`config.mk`:
```
export PLATFORM = sky130hd
export DESIGN_NAME = one1
export DESIGN_NICKNAME = d
export VERILOG_FILES = /design/src/rtl/one1.sv
export SDC_FILE = /design/constraint.sdc
export NUM_CORES = 1
export LEC_CHECK = 0
export CAP_MARGIN = 20
export CELL_PAD_IN_SITES_DETAIL_PLACEMENT = 1
export CELL_PAD_IN_SITES_GLOBAL_PLACEMENT = 2
export CORE_AREA = 5 5 42 44
export CTS_BUF_LIST = sky130_fd_sc_hd__clkbuf_8
export CTS_CLUSTER_SIZE = 28
export DETAILED_ROUTE_END_ITERATION = 12
export DIE_AREA = 0 0 47 49
export HOLD_SLACK_MARGIN = 0.02
export PLACE_DENSITY = 0.49
export SYNTH_ARGS = -nofsm -noshare
export SYNTH_HDL_FRONTEND = slang
export SYNTH_SLANG_ARGS = --single-unit
export TNS_END_PERCENT = 50
```
`constraint.sdc`:
```
create_clock -name clk -period 5.95 [get_ports clk]
set_input_delay 1.19 -clock clk [delete_from_list [all_inputs] [get_ports clk]]
set_output_delay 1.19 -clock clk [all_outputs]
set_load 0.1 [all_outputs]
```
`src/rtl/one1.sv`:
```
// Two-stage threshold network that flags vectors with exactly one input set.
// Hidden neurons fire on popcount thresholds; the output neuron computes H1 - H2.
module one1 #(
  parameter int ACC_W = 8,
  parameter int T_H1  = 1,
  parameter int T_H2  = 2,
  parameter int T_OUT = 1
) (
  input  logic clk,
  input  logic rst_n,
  input  logic x1,
  input  logic x2,
  input  logic x3,
  input  logic x4,
  output logic out
);

  typedef logic signed [ACC_W-1:0] acc_t;

  localparam acc_t W_POS = acc_t'(1);
  localparam acc_t W_NEG = acc_t'(-1);
  localparam acc_t TH_H1 = acc_t'(T_H1);
  localparam acc_t TH_H2 = acc_t'(T_H2);
  localparam acc_t TH_OUT = acc_t'(T_OUT);

  // Binary input times a sign-extended weight.
  function automatic acc_t wterm(
    input logic b,
    input acc_t w
  );
    return b ? w : '0;
  endfunction

  acc_t sum_hid;
  acc_t sum_out;
  logic h1;
  logic h2;

  always_comb begin
    sum_hid = '0;
    sum_hid = wterm(x1, W_POS)
            + wterm(x2, W_POS)
            + wterm(x3, W_POS)
            + wterm(x4, W_POS);
  end

  always_comb begin
    sum_out = '0;
    sum_out = wterm(h1, W_POS)
            + wterm(h2, W_NEG);
  end

  always_ff @(posedge clk) begin
    if (!rst_n) begin
      h1  <= 1'b0;
      h2  <= 1'b0;
      out <= 1'b0;
    end else begin
      h1  <= (sum_hid >= TH_H1);
      h2  <= (sum_hid >= TH_H2);
      out <= (sum_out >= TH_OUT);
    end
  end

endmodule

```
==> metrics.md <==
| Metric | Value |
|---|---|
| RSZ-0062 raised after global routing | `no` |
| CTS tree | `yes` |
| Filler Cells Inserted | `167` |
| Max FO, Critical Path | `2` |
| Final setup fails | `0` |
| Finished Cell Area | `299 µm²` |
| Number of levels the H-tree was split into | `1` |
| Tightest Hold Check Type | `flip-flop to flip-flop` |
| Post-synthesis instance total | `17` |
| Core Box Area | `0.00140 mm²` |
| Number of failing hold endpoints at the final stage | `0` |
| CTS clk-pin slew, worst paths | `30 ps` |
| Post-synthesis instance area | `174 µm²` |
| HPWL reported at the end of detailed placement | `351 µm` |
| Share of synthesized registers carrying an async set or reset | `0%` |
| TritonCTS sink count | `3` |
| Clock buffer depth | `2` |
| Most frequent cell after synthesis | `sky130_fd_sc_hd__inv_1` |
| Number of DRC violations after detailed-routing iteration 0 | `3` |
| Transition time of the tightest slew-check pin | `962 ps` |
| CP Data Required Time | `6050 ps` |
| Global-route wire length before repair | `745 µm` |
| Slowest-stage cell, CP | `sky130_fd_sc_hd__fa_1` |
| Syn_nets | `27` |
| Routed via count divided by cell count | `3.47` |
| Netlist cell types | `8` |
| Final-stage net count | `38` |
| Antenna diodes | `0` |
| Worst Path Buf+Inv | `4` |
| Metal-1 WL | `131 µm` |
| Critical path's largest stage delay | `470 ps` |
| TritonCTS buffer count | `3` |
| Routed length on met3 | `45 µm` |
| Area fraction of the dominant cell type after synthesis | `34.5%` |
| Crit path kind | `primary input to flip-flop` |
| Worst Min Path Start | `h1` |
| Clock root buffer master | `sky130_fd_sc_hd__clkbuf_8` |
| Worst reg2reg endpoint | `out` |
| Clock latency reported for the late side of the worst-skew pair | `210 ps` |
| Detailed-router iteration count before antenna repair | `2` |
| Number of remaining DRC errors | `0` |
| Startpoint of the most critical register-to-register path | `h2` |
| Routability congestion estimate from global placement | `0.605` |
| Run status | `completed` |
| Ratio of final minimum period to clock period | `50.9%` |
| Share of the yosys chip area belonging to registers | `34.5%` |
| Remaining global-route overflow | `0` |
| Worst ir drop on vdd | `0.0539 mV` |
| Post-CTS Repair Setup Buffers | `0` |
| Count of standard-cell rows | `14` |
| Number of antenna violations at the first check in global routing | `0` |
| Average footprint of a synthesized cell | `10.2 µm²` |
| Maximum achievable frequency | `330 MHz` |
| Worst reg2reg path depth | `1` |
| DRT antenna net count | `0` |
| Wire length on met2 | `208 µm` |
| Post-CTS sizing | `0` |
| Global-route usage over all layers | `5.00%` |
| Final Routed Wirelength | `386 µm` |
| Library cell appearing most often on the critical path | `sky130_fd_sc_hd__inv_1` |
| Final critical-path required period | `3030 ps` |
| Cell family contributing the most delay on the critical path | `adder cells` |
| Reported max-cap violation count | `0` |
| Total die area | `0.00230 mm²` |
| Most area-hungry cell type in the Yosys netlist | `sky130_fd_sc_hd__dfxtp_1` |
| Final clock skew | `0.104 ps` |
| Maximum number of pins on one net before global-route repair | `4` |
| Synth top area cells | `sky130_fd_sc_hd__dfxtp_1, sky130_fd_sc_hd__ha_1, sky130_fd_sc_hd__inv_1, sky130_fd_sc_hd__fa_1, sky130_fd_sc_hd__and4bb_1` |
| Hold_buf cts | `0` |
| Y dimension of the die | `49 µm` |
| Commonest register cell after synthesis | `sky130_fd_sc_hd__dfxtp_1` |
| IO Pins | `7` |
| Worst slew margin relative to its limit | `35.7%` |
| Minimum setup slack among reg-to-reg paths | `5380 ps` |
| Count of pins over their slew limit | `0` |
| Element type at the critical path end | `flip-flop` |
| Synthesis-to-finish area growth | `71.9%` |
| Number of global-route vias before repair | `187` |
| Number of buffer cells added on primary ports | `6` |
| Register bit count reported by yosys | `3` |
| Stages on worst setup path | `9` |
| Max layer used | `met3` |
| Accumulated negative setup slack | `0 ps` |
| Top cell types by occurrence after synthesis | `sky130_fd_sc_hd__inv_1, sky130_fd_sc_hd__dfxtp_1, sky130_fd_sc_hd__ha_1` |
| Fraction of layout cells with a size suffix above 1 | `11.1%` |
| Routed wirelength normalized by instance count | `8.98 µm` |
| Crit path launch | `x1` |
| Initial standard-cell utilization of the core | `12.4%` |
| Critical Path Sink | `h1` |
| Worst endpoint data arrival time | `3130 ps` |
| Area post-placement | `254 µm²` |
| Critical-path cell list | `clkdlybuf4s50_1 > inv_1 > fa_1 > inv_1 > ha_1 > inv_1 > ha_1 > and4bb_1 > or2_1` |
| Die width | `47 µm` |
| Startpoint type of the worst setup path | `primary input` |
| Standby leakage power | `0.154 nW` |
| Count of flip-flops with a built-in enable after synthesis | `0` |
| Cell Pwr Density | `322 mW/mm²` |
| Total via count after detailed routing | `149` |
| Warnings from Yosys | `0` |
layer usage:
layer  track usage, %  vias to the layer above
li1                 -                       71
met1             3.96                       69
met2             7.47                        9
met3             4.06                        0
met4             4.15                        0
met5                0                        -
power by group:
part | internal, W | switching (W)
combinational | 0.00000818 | 0.00000903
sequential | 0.0000225 | 0.000000472
clock | 0.0000438 | 0.0000123
total | 0.0000745 | 0.0000218
layout by cell type (no fill, tap or decap):
cell and n:
sky130_fd_sc_hd__and3b_1 1, sky130_fd_sc_hd__nor2b_1 1, sky130_fd_sc_hd__ha_1 3, sky130_fd_sc_hd__inv_1 7, sky130_fd_sc_hd__or2_1 1, sky130_fd_sc_hd__clkdlybuf4s50_1 6
sky130_fd_sc_hd__clkbuf_8 3, sky130_fd_sc_hd__fa_1 1, sky130_fd_sc_hd__and4bb_1 1, sky130_fd_sc_hd__dfxtp_1 3
registers in the layout (all words and copies together) (netlist names):
| signal | count |
|---|---|
| h2 | 1 |
| out | 1 |
| h1 | 1 |
through the flow:
| stage | util [%] | power [W] | setup WS, ps | hold slack [ps] | cells |
|---|---|---|---|---|---|
| 2_1_floorplan | - | 0.0000336 | 3270 | 448 | 17 |
| 3_3_place_gp | 18.1 | 0.0000395 | 2740 | 457 | 39 |
| 3_5_place_dp | 18.1 | 0.0000411 | 2660 | 467 | 39 |
| 4_1_cts | 21.3 | 0.0000989 | 2900 | 474 | 43 |
| 5_1_grt | 21.3 | 0.000105 | 2820 | 488 | 43 |
| 6_report | 21.3 | 0.0000963 | 2920 | 466 | 43 |
layout make-up:
cell class / instances / area, µm² / share of cell area [%]
multi-input combinational: 8 / 91.3 / 30.5
sequential: 3 / 60.1 / 20.1
timing repair buffer: 6 / 60.1 / 20.1
clock buffer: 3 / 41.3 / 13.8
inverter: 6 / 22.5 / 7.53
tap: 16 / 20.0 / 6.69
clock inverter: 1 / 3.75 / 1.26
logic make-up after synthesis:
logic type	Yosys count	share of synthesized area (%)
buffers and inverters	6	12.9
DFF	3	34.5
and+or+nand+nor	4	19.4
adders and majority gates	4	33.1
how the worst min path moves through the flow:
stage / to / depth (start not counted)
global route: out / 1
CTS: out / 1
finish: out / 1
global placement: out / 1
floorplan: out / 1
detailed placement: out / 1
No activity file was read; power rests on OpenSTA's default activity.
